[src/rtl/datapath_p_pkg.sv]
// Shared definitions for the datapath_p slice: opcode encodings, the
// sequencing FSM state type, and the bit positions of the flags inside flags_out.
package datapath_p_pkg;

  localparam logic [3:0] OP_NOP = 4'h0;
  localparam logic [3:0] OP_LDI = 4'h1;
  localparam logic [3:0] OP_MOV = 4'h2;
  localparam logic [3:0] OP_MVA = 4'h3;
  localparam logic [3:0] OP_ADD = 4'h4;
  localparam logic [3:0] OP_SUB = 4'h5;
  localparam logic [3:0] OP_AND = 4'h6;
  localparam logic [3:0] OP_OR  = 4'h7;
  localparam logic [3:0] OP_XOR = 4'h8;
  localparam logic [3:0] OP_NOT = 4'h9;
  localparam logic [3:0] OP_LD  = 4'hA;
  localparam logic [3:0] OP_ST  = 4'hB;
  localparam logic [3:0] OP_SHL = 4'hC;
  localparam logic [3:0] OP_SHR = 4'hD;
  localparam logic [3:0] OP_CMP = 4'hE;
  localparam logic [3:0] OP_OUT = 4'hF;

  typedef enum logic {IDLE, LD_WB} state_t;

  localparam int unsigned FLAG_Z = 0;
  localparam int unsigned FLAG_C = 1;

endpackage

[src/rtl/datapath_p_if.sv]
// Sequencer <-> datapath bundle.
//   master (sequencer): drives instr_valid/instr, observes everything else.
//   slave  (datapath) : accepts instructions, publishes acc/flags/out/err.
interface datapath_p_if #(parameter int DW = 4);
  localparam int INSTR_W = 4 + DW;

  logic               instr_valid;
  logic [INSTR_W-1:0] instr;
  logic               instr_ready;
  logic [DW-1:0]      acc_out;
  logic [1:0]         flags_out;
  logic               out_valid;
  logic [DW-1:0]      out_data;
  logic               err;

  modport master (
    output instr_valid, instr,
    input  instr_ready, acc_out, flags_out, out_valid, out_data, err
  );

  modport slave (
    input  instr_valid, instr,
    output instr_ready, acc_out, flags_out, out_valid, out_data, err
  );
endinterface

[src/rtl/datapath_p_alu.sv]
// Combinational ALU for datapath_p.
//   opcode : instruction opcode (only ALU opcodes produce a non-passthrough result)
//   a, b   : accumulator and register-bus operands
//   result : DW-bit result (modulo 2^DW); carry: carry/borrow/shifted-out bit
//   zero   : result == 0
module alu_p
  import datapath_p_pkg::*;
#(
  parameter int DW = 4
) (
  input  logic [3:0]    opcode,
  input  logic [DW-1:0] a,
  input  logic [DW-1:0] b,
  output logic [DW-1:0] result,
  output logic          carry,
  output logic          zero
);

  logic [DW:0] sum;
  logic [DW:0] diff;

  always_comb begin
    sum    = {1'b0, a} + {1'b0, b};
    // Top bit of the widened difference is the unsigned borrow (a < b).
    diff   = {1'b0, a} - {1'b0, b};
    result = a;
    carry  = 1'b0;
    case (opcode)
      OP_ADD:         begin result = sum[DW-1:0];  carry = sum[DW];  end
      OP_SUB, OP_CMP: begin result = diff[DW-1:0]; carry = diff[DW]; end
      OP_AND:         result = a & b;
      OP_OR:          result = a | b;
      OP_XOR:         result = a ^ b;
      OP_NOT:         result = ~a;
      OP_SHL:         {carry, result} = {a, 1'b0};
      OP_SHR:         {result, carry} = {1'b0, a};
      default:        ;
    endcase
    zero = (result == '0);
  end

endmodule

[src/rtl/datapath_p.sv]
// Parametrised accumulator datapath.
//   clk, grst : clock and synchronous active-high reset
//   dp        : slave side of datapath_p_if (instruction handshake, acc_out,
//               flags_out {C,Z}, out_valid/out_data OUT port, err pulse)
// Instructions are accepted on instr_valid && instr_ready; every op completes
// on its accept edge except LD, which reads RAM synchronously and writes acc
// back in the following LD_WB cycle while instr_ready is held low.
module datapath_p
  import datapath_p_pkg::*;
#(
  parameter int DW    = 4,
  parameter int NREG  = 4,
  parameter int DEPTH = 16
) (
  input  logic         clk,
  input  logic         grst,
  datapath_p_if.slave  dp
);

  localparam int INSTR_W = 4 + DW;
  localparam int RIW     = (NREG  > 1) ? $clog2(NREG)  : 1;
  localparam int AW      = (DEPTH > 1) ? $clog2(DEPTH) : 1;

  state_t        state_q, state_d;
  logic [DW-1:0] acc_q, acc_d;
  logic [1:0]    flags_q, flags_d;
  logic [DW-1:0] regs_q [NREG];
  logic [DW-1:0] regs_d [NREG];
  logic [DW-1:0] out_data_q, out_data_d;
  logic          out_valid_q, out_valid_d;
  logic          err_q, err_d;
  logic [DW-1:0] rd_data_q, rd_data_d;
  logic [DW-1:0] mem_q [DEPTH];

  logic [3:0]     opcode;
  logic [DW-1:0]  operand;
  logic           reg_ok, addr_ok, accept, mem_we, uses_reg, uses_addr;
  logic [RIW-1:0] reg_idx;
  logic [AW-1:0]  addr_idx;
  logic [DW-1:0]  reg_rd, bus;
  logic [DW-1:0]  alu_result;
  logic           alu_carry, alu_zero;

  assign opcode   = dp.instr[INSTR_W-1 -: 4];
  assign operand  = dp.instr[DW-1:0];
  assign reg_ok   = int'(operand) < NREG;
  assign addr_ok  = int'(operand) < DEPTH;
  assign reg_idx  = operand[RIW-1:0];
  assign addr_idx = operand[AW-1:0];
  assign reg_rd   = reg_ok ? regs_q[reg_idx] : '0;
  assign accept   = dp.instr_valid && (state_q == IDLE) && !grst;

  alu_p #(.DW(DW)) u_alu (
    .opcode (opcode),
    .a      (acc_q),
    .b      (reg_rd),
    .result (alu_result),
    .carry  (alu_carry),
    .zero   (alu_zero)
  );

  // Internal bus: single source for everything that lands in acc.
  always_comb begin
    bus = alu_result;
    if (state_q == LD_WB) bus = rd_data_q;
    else if (opcode == OP_LDI) bus = operand;
    else if (opcode == OP_MVA) bus = reg_rd;
  end

  always_comb begin
    state_d     = state_q;
    acc_d       = acc_q;
    flags_d     = flags_q;
    regs_d      = regs_q;
    out_data_d  = out_data_q;
    out_valid_d = 1'b0;
    err_d       = 1'b0;
    rd_data_d   = rd_data_q;
    mem_we      = 1'b0;
    uses_reg    = 1'b0;
    uses_addr   = 1'b0;
    if (state_q == LD_WB) begin
      acc_d           = bus;
      flags_d[FLAG_Z] = (bus == '0);
      state_d         = IDLE;
    end else if (accept) begin
      case (opcode)
        OP_LDI, OP_MVA: begin
          acc_d           = bus;
          flags_d[FLAG_Z] = (bus == '0);
        end
        OP_MOV: if (reg_ok) regs_d[reg_idx] = acc_q;
        OP_ADD, OP_SUB, OP_AND, OP_OR, OP_XOR, OP_NOT, OP_SHL, OP_SHR: begin
          acc_d           = bus;
          flags_d[FLAG_C] = alu_carry;
          flags_d[FLAG_Z] = alu_zero;
        end
        OP_CMP: begin
          flags_d[FLAG_C] = alu_carry;
          flags_d[FLAG_Z] = alu_zero;
        end
        OP_LD: begin
          rd_data_d = addr_ok ? mem_q[addr_idx] : '0;
          state_d   = LD_WB;
        end
        OP_ST:  mem_we = addr_ok;
        OP_OUT: begin
          out_data_d  = acc_q;
          out_valid_d = 1'b1;
        end
        default: ;
      endcase
      uses_reg  = (opcode inside {OP_MOV, OP_MVA, OP_ADD, OP_SUB, OP_AND,
                                  OP_OR, OP_XOR, OP_CMP});
      uses_addr = (opcode inside {OP_LD, OP_ST});
      err_d     = (uses_reg && !reg_ok) || (uses_addr && !addr_ok);
    end
  end

  always_ff @(posedge clk) begin
    if (grst) begin
      state_q     <= IDLE;
      acc_q       <= '0;
      flags_q     <= '0;
      regs_q      <= '{default: '0};
      out_data_q  <= '0;
      out_valid_q <= 1'b0;
      err_q       <= 1'b0;
      rd_data_q   <= '0;
    end else begin
      state_q     <= state_d;
      acc_q       <= acc_d;
      flags_q     <= flags_d;
      regs_q      <= regs_d;
      out_data_q  <= out_data_d;
      out_valid_q <= out_valid_d;
      err_q       <= err_d;
      rd_data_q   <= rd_data_d;
    end
  end

  // RAM contents survive reset.
  always_ff @(posedge clk) begin
    if (mem_we) mem_q[addr_idx] <= acc_q;
  end

  assign dp.instr_ready = (state_q == IDLE);
  assign dp.acc_out     = acc_q;
  assign dp.flags_out   = flags_q;
  assign dp.out_valid   = out_valid_q;
  assign dp.out_data    = out_data_q;
  assign dp.err         = err_q;

endmodule

[src/flat_wrapper.sv]
// flat-port wrapper written by rule: the top's interface ports become plain ports
module datapath_p_flat import datapath_p_pkg::*;
#(
  parameter int DW    = 4,
  parameter int NREG  = 4,
  parameter int DEPTH = 16
)
  (clk, grst, dp_instr_valid, dp_instr, dp_instr_ready, dp_acc_out, dp_flags_out, dp_out_valid, dp_out_data, dp_err);
  datapath_p_if #(.DW(DW)) dp_i ();
  input  logic clk;
  input  logic grst;
  input wire logic [$bits(dp_i.instr_valid)-1:0] dp_instr_valid;
  input wire logic [$bits(dp_i.instr)-1:0] dp_instr;
  output wire logic [$bits(dp_i.instr_ready)-1:0] dp_instr_ready;
  output wire logic [$bits(dp_i.acc_out)-1:0] dp_acc_out;
  output wire logic [$bits(dp_i.flags_out)-1:0] dp_flags_out;
  output wire logic [$bits(dp_i.out_valid)-1:0] dp_out_valid;
  output wire logic [$bits(dp_i.out_data)-1:0] dp_out_data;
  output wire logic [$bits(dp_i.err)-1:0] dp_err;
  assign dp_i.instr_valid = dp_instr_valid;
  assign dp_i.instr = dp_instr;
  assign dp_instr_ready = dp_i.instr_ready;
  assign dp_acc_out = dp_i.acc_out;
  assign dp_flags_out = dp_i.flags_out;
  assign dp_out_valid = dp_i.out_valid;
  assign dp_out_data = dp_i.out_data;
  assign dp_err = dp_i.err;
  datapath_p #(.DW(DW), .NREG(NREG), .DEPTH(DEPTH)) u_core (.clk(clk), .grst(grst), .dp(dp_i));
endmodule
[config.mk]
export PLATFORM = sky130hd
export DESIGN_NAME = datapath_p_flat
export DESIGN_NICKNAME = d
export VERILOG_FILES = /design/src/rtl/datapath_p_pkg.sv /design/src/rtl/datapath_p_if.sv /design/src/rtl/datapath_p_alu.sv /design/src/rtl/datapath_p.sv /design/src/flat_wrapper.sv
export SDC_FILE = /design/constraint.sdc
export NUM_CORES = 1
export LEC_CHECK = 0
export BUFFER_PORTS_ARGS = -buffer_cell sky130_fd_sc_hd__buf_2
export CORE_ASPECT_RATIO = 1.4
export CORE_MARGIN = 8
export CORE_UTILIZATION = 40
export DETAILED_ROUTE_END_ITERATION = 10
export SLEW_MARGIN = 30
export SYNTH_ARGS = -nofsm -noshare
export SYNTH_HDL_FRONTEND = slang
export SYNTH_SLANG_ARGS = --single-unit
[constraint.sdc]
create_clock -name clk -period 2.9 [get_ports clk]
set_input_delay 0.29 -clock clk [delete_from_list [all_inputs] [get_ports clk]]
set_output_delay 0.29 -clock clk [all_outputs]
set_load 0.01 [all_outputs]
==> flow_metrics.py, run 1 <==
metrics = {
    "clocking": {
        "cts-htree-levels": 3,
        "clock_tree_from_tritoncts": "built",
        "bufs_on_longest_clock_path": 2,
        "cts_made_buffers": 9,
        "postCtsHoldBufs": 0,
        "postCtsResizedCells": 0,
        "clockRootBuffer": "clkbuf_16",
        "clkSinkCount": 97,
        "clock_insertion_delay_worst_skew_ns": 0.34,
        "clkSlewWorstSetupHoldPaths_ns": 0.08,
        "postCtsSetupBuffers": 0,
    },
    "global_routing": {
        "largest_net_degree_at_the_start_of_global_routing": 35,
        "grtUsageTotal_pct": 15.2,
        "grt_remaining_overflow": 0,
        "grt_pass1_wl_um": 18900,
        "number_of_antenna_violations_at_the_first_check_in_global_routing": 0,
        "via_count_of_the_first_global_routing_pass": 3565,
    },
    "sta": {
        "setup_total_negative_slack_ns": 0,
        "fmax_mhz": 358,
        "grt_setup_unrepaired": "false",
        "finalClockSkew_ns": 0.0104,
        "hold_viol": 0,
        "final_worst_path_cycle_share_pct": 96.2,
        "worst_pin_slew_ns": 0.598,
        "setup_viol": 0,
        "max-slew-margin-rel_pct": 59.6,
        "timing_max_transition_violations_final": 0,
        "final_period_minus_worst_setup_slack_ns": 2.79,
    },
    "drt": {
        "detail_route.wirelength_um": 11800,
        "antenna_left": 0,
        "drt_iter0_drc": 181,
        "firstDrtPassIters": 4,
        "routed_via_density": 5.64,
        "drc_errors": 0,
        "vias": 3447,
        "routed_wire_length_per_instance_um": 19.2,
    },
    "layout": {
        "layout_commonest_cell": "edfxtp_1",
        "mostFrequentLayoutCells": "edfxtp_1, nor2_1, nand2_1",
        "n_antenna_cell": 0,
        "synthToLayoutAreaGrowth_pct": 13.5,
        "final_core_util_pct": 45.9,
        "post-route-cell-area_um2": 5570,
        "fillerInstances": 1134,
        "layout-drive-gt1-share_pct": 20.2,
        "final_nets": 483,
    },
    "placement": {
        "port_buffers": 23,
        "placedInstanceArea_um2": 5260,
        "dp_hpwl_um": 8590,
        "place.gp.congestion": 0.892,
    },
    "synthesis": {
        "async_flop_share_pct": 0,
        "synthTopCellsByArea": "edfxtp_1, dfxtp_1, mux4_2, nor2_1, ha_1",
        "synthFlopType": "edfxtp_1",
        "synth-seq-area-share_pct": 52.7,
        "count_of_flip_flops_with_a_built_in_enable_after_synthesis": 64,
        "synth_cells": 425,
        "synth_top_area_cell": "edfxtp_1",
        "yosys-mux-area-fraction_pct": 13.0,
        "synthesis.yosys.warnings": 0,
        "share_of_the_synthesized_area_in_the_top_cell_type_pct": 39.2,
        "synth_top_family_by_area": "simple AND/OR/NAND/NOR gates",
        "synthSimpleGateAreaFrac_pct": 14.9,
        "synth_seq_cells": 97,
        "postSynthNetCount": 452,
        "synthXorXnorAreaFrac_pct": 0.536,
        "synth.distinct_cells": 58,
        "synth-compound-area-share_pct": 10.6,
        "post_synth.cell_area_avg_um2": 11.5,
        "post_syn_area_um2": 4900,
        "post_synth_fa_ha_maj_area_fraction_pct": 4.39,
    },
    "power_and_ir_drop": {
        "leakage_power_total_nw": 1.91,
        "powerDensity_nw_per_um2": 529,
        "ir_worst_vdd_mv": 0.458,
    },
    "worst_setup_path": {
        "critical_path_arrival_ns": 3.07,
        "data_required_time_of_the_critical_path_ns": 3.18,
        "crit_path_max_incr_delay_ns": 0.48,
        "worstSetupPathType": "flip-flop to flip-flop",
        "worst_setup_path_start_kind": "flip-flop",
        "slowest_stage": "a211oi_1",
        "worst-path-max-fanout": 3,
        "crit_chain": "mux4_2 > and2_1 > inv_1 > ha_1 > a211oi_1 > xnor2_1 > o221ai_1 > o211ai_1 > nand4b_1 > o22ai_1",
        "critPathCaptureType": "flip-flop",
        "worstRegToRegCells": 10,
    },
    "die": {
        "full_die_area_um2": 16100,
        "width_of_the_die_um": 110,
        "io_pins": 24,
        "die_h_um": 147,
        "core_area_um2": 12100,
        "rows": 48,
        "start_util_pct": 40.4,
    },
    "job": {
        "number_of_max_capacitance_violations_reported": 0,
    },
    "run_status": {
        "run_status": "finished, final reports clean",
    },
    "hold_path": {
        "hold-path-cell-count": 3,
        "hp-class": "input pin to flip-flop",
    },
}
critical path, delay by kind of cell, from the launching register on:
| family | cells | cell delay (ns) |
|---|---|---|
| AO/OA/AOI/OAI | 4 | 1.10 |
| AND/OR/NAND/NOR | 2 | 0.31 |
| multiplexers | 1 | 0.45 |
| adder cells (fa/ha/maj) | 1 | 0.27 |
| buffers and inverters | 1 | 0.10 |
| XOR/XNOR | 1 | 0.18 |
| flip-flops | 1 | 0.32 |
cell type report:
type,count,area (um2),share of cell area [%]
timing repair buffer,48,303,5.44
clock buffer,9,225,4.05
clock inverter,7,72.6,1.30
tap,150,188,3.37
multi-input combinational,285,2140,38.4
sequential,97,2580,46.4
inverter,15,56.3,1.01
cells by family after synthesis:
family | after synthesis
AOI/OAI and AO/OA | 80
xor gates and xnor gates | 3
adders and majority gates | 16
buffers and inverters | 43
DFF | 97
muxes | 33
and+or+nand+nor | 153
synth_stat cells, drive strengths merged, types with 2 or more instances:
library cell	count
edfxtp	64
nor2	48
nand2	40
dfxtp	33
a21oi	29
mux4	24
nand3	21
buf	17
inv	15
ha	14
nor2b	14
clkbuf	11
nand2b	9
o21ai	9
a211oi	8
mux2i	8
a31oi	6
o211ai	4
and3	3
nand4b	3
nor4	3
a221o	2
a221oi	2
a22oi	2
a32oi	2
and2	2
fa	2
nand4	2
nor3	2
o21a	2
o21bai	2
o22ai	2
o31ai	2
xor2	2
state kept, by name, summed over array words and instances (netlist names):
| name | count |
|---|---|
| u_core.regs_q | 16 |
| u_core.dp.acc_out | 4 |
| u_core.rd_data_q | 4 |
| u_core.dp.out_valid | 1 |
| u_core.state_q | 1 |
| u_core.dp.out_data | 4 |
| u_core.dp.err | 1 |
| u_core.dp.flags_out | 2 |
| u_core.mem_q | 64 |
per-layer routing:
| metal | GRT usage, % | part of all wire, % | vias to the layer above |
|---|---|---|---|
| li1 | - | - | 1641 |
| met1 | 16.7 | 39 | 1697 |
| met2 | 26.7 | 54 | 79 |
| met3 | 2.72 | 3.0 | 30 |
| met4 | 8.34 | 3.9 | 0 |
| met5 | 0 | 0 | - |
power breakdown:
part	internal [mW]	switching [mW]	total, mW	leakage, nW
sequential	1.48	0.00603	1.49	0.809
combinational	0.110	0.180	0.290	0.960
clock	0.607	0.562	1.17	0.143
total	2.20	0.747	2.94	1.91
stage by stage:
stage	setup WS [ns]	hold slack, ns	power [mW]	std cells
final	0.110	0.238	2.94	611
after global routing	0.0134	0.272	3.04	611
after CTS	0.169	0.232	2.96	611
after detailed placement	0.0358	0.447	1.80	595
after global placement	0.0504	0.444	1.80	595
after floorplan	0.108	0.433	1.71	425
final timing paths:
path	from	slack, ns	to
worst max register to register	u_core.regs_q[2]$_SDFFE_PP0P_	0.11	u_core.dp.flags_out[0]$_SDFFE_PP0P_
worst min register to register	u_core.dp.flags_out[1]$_SDFFE_PP0P_	0.45	u_core.dp.flags_out[1]$_SDFFE_PP0P_
worst min-delay path	dp_instr_valid	0.24	u_core.dp.flags_out[1]$_SDFFE_PP0P_
worst max-delay path	u_core.regs_q[2]$_SDFFE_PP0P_	0.11	u_core.dp.flags_out[0]$_SDFFE_PP0P_
Note: power is estimated with default switching activity, not from simulation.
==> inputs of run 2 (changes only) <==
--- a/config.mk
+++ b/config.mk
@@ -10,6 +10,7 @@
 export CORE_MARGIN = 8
 export CORE_UTILIZATION = 40
 export DETAILED_ROUTE_END_ITERATION = 10
+export SETUP_SLACK_MARGIN = 0.4
 export SLEW_MARGIN = 30
 export SYNTH_ARGS = -nofsm -noshare
 export SYNTH_HDL_FRONTEND = slang
==> run 2 against run 1 <==
First-iteration DRC count grew 19%. Via count grew 3.6%. Sequential share of layout area shrank 1.2 points. Largest power group unchanged. Highest routed layer unchanged.
==> flow_metrics.py, run 2 (synthesis results as in run 1) <==
metrics = {
    "global_routing": {
        "met2_usage_pct": 27.4,
        "groute.layer.met1.usage_pct": 17.5,
        "grtUsageTotal_pct": 15.8,
        "largest_net_degree_at_the_start_of_global_routing": 35,
        "grt_pass1_wl_um": 19400,
        "via_count_of_the_first_global_routing_pass": 3590,
        "global_route.peak_usage_layer": "met2",
        "grt_remaining_overflow": 0,
        "grtUsageMet3_pct": 2.72,
        "number_of_antenna_violations_at_the_first_check_in_global_routing": 0,
    },
    "power_and_ir_drop": {
        "leakage_power_total_nw": 1.95,
        "powerDensity_nw_per_um2": 536,
        "ir_worst_vdd_mv": 0.388,
    },
    "sta": {
        "final_period_minus_worst_setup_slack_ns": 2.60,
        "setup_viol": 0,
        "fmax_mhz": 384,
        "setup_total_negative_slack_ns": 0,
        "hold_viol": 0,
        "max-slew-margin-rel_pct": 59.3,
        "grt_setup_unrepaired": "true",
        "final_worst_path_cycle_share_pct": 89.8,
        "worst_pin_slew_ns": 0.602,
        "timing_max_transition_violations_final": 0,
        "finalClockSkew_ns": 0.00770,
    },
    "clocking": {
        "clkSlewWorstSetupHoldPaths_ns": 0.08,
        "clock_tree_from_tritoncts": "built",
        "clock_insertion_delay_worst_skew_ns": 0.34,
        "clockRootBuffer": "clkbuf_16",
        "cts_made_buffers": 9,
        "clkSinkCount": 97,
        "cts-htree-levels": 3,
        "bufs_on_longest_clock_path": 2,
    },
    "layout": {
        "max_flop_register": "u_core.mem_q",
        "post-route-cell-area_um2": 5720,
        "reg_top3": "u_core.mem_q: 64 flops, u_core.regs_q: 16 flops",
        "layoutNonFillerInstCount": 613,
        "layout_commonest_cell": "edfxtp_1",
        "area.sequential_um2": 2580,
        "fillerInstances": 1078,
        "multi_input_comb_area_um2": 2240,
        "n_antenna_cell": 0,
        "final_nets": 485,
        "layout-drive-gt1-share_pct": 25.1,
        "synthToLayoutAreaGrowth_pct": 16.8,
        "mostFrequentLayoutCells": "edfxtp_1, nor2_1, nand2_1",
        "largest_register_ff_count": 64,
    },
    "run_status": {
        "run_status": "finished, final reports clean",
    },
    "die": {
        "die_h_um": 147,
        "start_util_pct": 40.4,
        "width_of_the_die_um": 110,
        "rows": 48,
        "io_pins": 24,
        "full_die_area_um2": 16100,
        "core_area_um2": 12100,
    },
    "placement": {
        "place.gp.congestion": 0.975,
        "place.detailed.instances": 590,
        "port_buffers": 23,
        "placedInstanceArea_um2": 5240,
        "dp_hpwl_um": 8850,
    },
    "drt": {
        "antenna_left": 0,
        "firstDrtPassIters": 5,
        "vias": 3571,
        "drt_iter0_drc": 215,
        "routed_via_density": 5.83,
        "routed_wire_length_per_instance_um": 20.1,
        "drc_errors": 0,
        "detail_route.wirelength_um": 12300,
    },
    "worst_setup_path": {
        "worstRegToRegCells": 11,
        "worst-path-max-fanout": 2,
        "data_required_time_of_the_critical_path_ns": 3.18,
        "worst_setup_path_start_kind": "flip-flop",
        "critical_path_arrival_ns": 2.89,
        "critPathCaptureType": "flip-flop",
        "worstSetupPathType": "flip-flop to flip-flop",
    },
    "hold_path": {
        "hold-path-cell-count": 3,
        "hp-class": "input pin to flip-flop",
    },
    "job": {
        "number_of_max_capacitance_violations_reported": 0,
    },
}
[run 2: changes by cell type in the layout (fill, tap and decap cells not counted), sizes merged]
cell and change:
bufinv +1, clkinvlp -1, buf +2
[run 2: repair_timing]
action                                  in CTS  in global routing
endpoints found under the setup margin       5                  5
setup buffers                                3                  4
gates resized for setup                      7                 16
pin swaps                                    7                 16
hold buffers                                 0                  0
[run 2: path summary, 6_finish.rpt]
kind | from | to | slack (ns)
worst max-delay path | u_core.regs_q[0]$_SDFFE_PP0P_ | u_core.dp.acc_out[2]$_SDFFE_PP0P_ | 0.30
worst min-delay path | dp_instr_valid | u_core.dp.flags_out[1]$_SDFFE_PP0P_ | 0.25
worst max register to register | u_core.regs_q[0]$_SDFFE_PP0P_ | u_core.dp.acc_out[2]$_SDFFE_PP0P_ | 0.30
worst min register to register | u_core.regs_q[15]$_SDFFE_PP0P_ | u_core.regs_q[15]$_SDFFE_PP0P_ | 0.46
[run 2: power by group]
part           switching (mW)  total (mW)  internal [mW]  leakage (nW)
combinational           0.188       0.306          0.117         0.977
sequential            0.00648        1.49           1.48         0.810
clock                   0.574        1.28          0.703         0.161
[run 2: final cells by class]
class                   count  share of cell area (%)
inverters                  15                    1.03
multi-input cells         285                    39.2
well taps                 150                    3.28
clock buffers               9                    3.93
flip-flops and latches     97                    45.2
repair buffers             50                    5.55
clock inverters             7                    1.88
[run 2: per-layer routing]
layer	wire length (um)	vias up
li1	-	1645
met1	4620	1764
met2	6590	126
met3	566	36
met4	516	0
met5	0	-
[run 2: worst max-delay path, stage by stage (launching register included)]
cell      delay, ns
dfxtp_2        0.32
mux4_2         0.47
nand2_2        0.10
inv_2          0.05
ha_4           0.16
fa_2           0.35
xor2_1         0.16
o311ai_1       0.26
a21oi_1        0.16
o21a_1         0.22
o31a_1         0.23
nor2_1         0.07
[run 2: through the flow]
step / utilization [%] / setup WS, ns / power [mW] / hold WS [ns]
2_1_floorplan: - / 0.306 / 1.72 / 0.433
6_report: 47.2 / 0.295 / 3.07 / 0.249
3_5_place_dp: 43.2 / 0.107 / 1.80 / 0.447
5_1_grt: 47.2 / 0.159 / 3.18 / 0.242
3_3_place_gp: 43.2 / 0.132 / 1.80 / 0.441
4_1_cts: 46.3 / 0.276 / 3.07 / 0.241
==> inputs of run 3 (changes only) <==
--- a/config.mk
+++ b/config.mk
@@ -6,7 +6,6 @@
 export NUM_CORES = 1
 export LEC_CHECK = 0
 export BUFFER_PORTS_ARGS = -buffer_cell sky130_fd_sc_hd__buf_2
-export CORE_ASPECT_RATIO = 1.4
 export CORE_MARGIN = 8
 export CORE_UTILIZATION = 40
 export DETAILED_ROUTE_END_ITERATION = 10
==> constraint.sdc (replaced) <==
create_clock -name clk -period 3.3 [get_ports clk]
set_input_delay 0.33 -clock clk [delete_from_list [all_inputs] [get_ports clk]]
set_output_delay 0.33 -clock clk [all_outputs]
set_load 0.01 [all_outputs]
==> run 3 against run 2 <==
Final area shrank 3.8%. Fmax shrank 6.8%. Sequential share of layout area grew 1.8 points. First-iteration DRC count grew 36%. Sequential cell count is the same. Core utilization shrank 1.4 points. Register-to-register slack gained 0.21 ns. Die area shrank 0.31%. Combinational power shrank 20%. Final cell count shrank 2.4%. Largest cell class unchanged. Highest routed layer unchanged.
==> flow_metrics.py, run 3 (synthesis results as in run 1) <==
metrics = {
    "drt": {
        "antenna_left": 0,
        "detail_route.wirelength_um": 11700,
        "routed_wire_length_per_instance_um": 19.6,
        "drt_iter0_drc": 293,
        "routed_via_density": 5.63,
        "firstDrtPassIters": 4,
        "vias": 3365,
        "drc_errors": 0,
    },
    "global_routing": {
        "grt_remaining_overflow": 0,
        "via_count_of_the_first_global_routing_pass": 3387,
        "number_of_antenna_violations_at_the_first_check_in_global_routing": 0,
        "grt_pass1_wl_um": 18900,
        "grtUsageTotal_pct": 15.2,
        "largest_net_degree_at_the_start_of_global_routing": 35,
    },
    "layout": {
        "final_nets": 473,
        "n_antenna_cell": 0,
        "reg_top3": "u_core.mem_q: 64 flops, u_core.regs_q: 16 flops",
        "layout-drive-gt1-share_pct": 18.8,
        "largest_register_ff_count": 64,
        "max_flop_register": "u_core.mem_q",
        "mostFrequentLayoutCells": "edfxtp_1, nor2_1, nand2_1",
        "synthToLayoutAreaGrowth_pct": 12.3,
        "layout_commonest_cell": "edfxtp_1",
    },
    "sta": {
        "hold_viol": 0,
        "setup_viol": 0,
        "finalClockSkew_ns": 0.00791,
        "max-slew-margin-rel_pct": 64.0,
        "worst_slack_ns": 0.504,
        "worst_pin_slew_ns": 0.532,
        "final_period_minus_worst_setup_slack_ns": 2.80,
        "timing_max_transition_violations_final": 0,
        "setup_total_negative_slack_ns": 0,
        "final_worst_path_cycle_share_pct": 84.7,
        "fmax_mhz": 358,
        "grt_setup_unrepaired": "true",
    },
    "placement": {
        "place.gp.congestion": 0.937,
        "preCtsSetupSlack_ns": 0.285,
        "port_buffers": 23,
        "dp_hpwl_um": 8170,
    },
    "job": {
        "number_of_max_capacitance_violations_reported": 0,
    },
    "worst_setup_path": {
        "critical_path_arrival_ns": 3.07,
        "worstSetupPathType": "flip-flop to flip-flop",
        "worst_setup_path_start_kind": "flip-flop",
        "data_required_time_of_the_critical_path_ns": 3.58,
        "critPathCaptureType": "flip-flop",
        "worst-path-max-fanout": 3,
    },
    "die": {
        "io_pins": 24,
        "start_util_pct": 40.8,
        "core_area_um2": 12000,
        "width_of_the_die_um": 127,
        "die_h_um": 127,
        "rows": 40,
        "full_die_area_um2": 16100,
    },
    "power_and_ir_drop": {
        "leakage_power_total_nw": 1.87,
        "ir_worst_vdd_mv": 0.449,
        "powerDensity_nw_per_um2": 478,
        "total_power_mw": 2.63,
    },
    "clocking": {
        "clock_insertion_delay_worst_skew_ns": 0.35,
        "clockRootBuffer": "clkbuf_16",
        "clkSlewWorstSetupHoldPaths_ns": 0.07,
        "clkSinkCount": 97,
        "cts_made_buffers": 9,
        "cts-htree-levels": 3,
        "postCtsHoldBufs": 0,
        "bufs_on_longest_clock_path": 2,
        "clock_tree_from_tritoncts": "built",
    },
    "hold_path": {
        "hp-class": "input pin to flip-flop",
    },
    "run_status": {
        "run_status": "finished, final reports clean",
    },
}
## run 3: cell count changes in the layout (fill, tap and decap cells not counted), sizes merged
| cell | previous run | this run |
|---|---|---|
| clkinv | 3 | 1 |
| inv | 18 | 20 |
| buf | 50 | 38 |
## run 3: per-stage QoR
step,hold slack (ns),instance area [um2],util (%),instances
finish,0.273,5510,45.8,598
global route,0.284,5510,45.8,598
CTS,0.266,5470,45.5,596
detailed placement,0.455,5160,43.0,580
global placement,0.443,5160,43.0,580
floorplan,0.433,4900,-,425
## run 3: metal layers
| metal | share of wire [%] | GRT usage (%) |
|---|---|---|
| met3 | 4.3 | 3.85 |
| met4 | 2.3 | 6.02 |
| met5 | 0 | 0 |
| met1 | 45 | 20.0 |
| met2 | 48 | 23.7 |
## run 3: what timing repair did
action / in CTS / in global routing
gates resized for setup: 0 / 6
buffers inserted: 0 / 2
endpoints found under the setup margin: 0 / 2
## run 3: where the power goes
group | total (mW) | switching, mW | internal [mW]
sequential | 1.30 | 0.00421 | 1.30
clock | 1.08 | 0.480 | 0.604
combinational | 0.244 | 0.154 | 0.0895
total | 2.63 | 0.639 | 1.99
## run 3: path summary, 6_finish.rpt
kind / start / endpoint / slack [ns] / cells past startpoint
worst max-delay path: u_core.regs_q[0]$_SDFFE_PP0P_ / u_core.dp.flags_out[0]$_SDFFE_PP0P_ / 0.50 / 12
worst min-delay path: dp_instr_valid / u_core.dp.flags_out[1]$_SDFFE_PP0P_ / 0.27 / 3
worst max register to register: u_core.regs_q[0]$_SDFFE_PP0P_ / u_core.dp.flags_out[0]$_SDFFE_PP0P_ / 0.50 / 12
worst min register to register: u_core.regs_q[9]$_SDFFE_PP0P_ / u_core.regs_q[9]$_SDFFE_PP0P_ / 0.46 / 2
## run 3: area by class of cell
class | instances | area, um2
fillers | 1128 | 6510
flip-flops and latches | 97 | 2580
multi-input cells | 285 | 2150
repair buffers | 38 | 228
clock buffers | 9 | 225
well taps | 147 | 184
clock inverters | 7 | 82.6
inverters | 15 | 56.3
## run 3: critical path, cell delays in order (launching register included)
cell      delay [ns]
dfxtp_2         0.33
mux4_2          0.48
nand2_2         0.11
inv_2           0.06
ha_4            0.16
fa_1            0.47
nand2b_1        0.11
o21ai_2         0.05
a32oi_1         0.19
o211ai_1        0.20
nor4_1          0.34
a31oi_1         0.12
o22ai_1         0.11
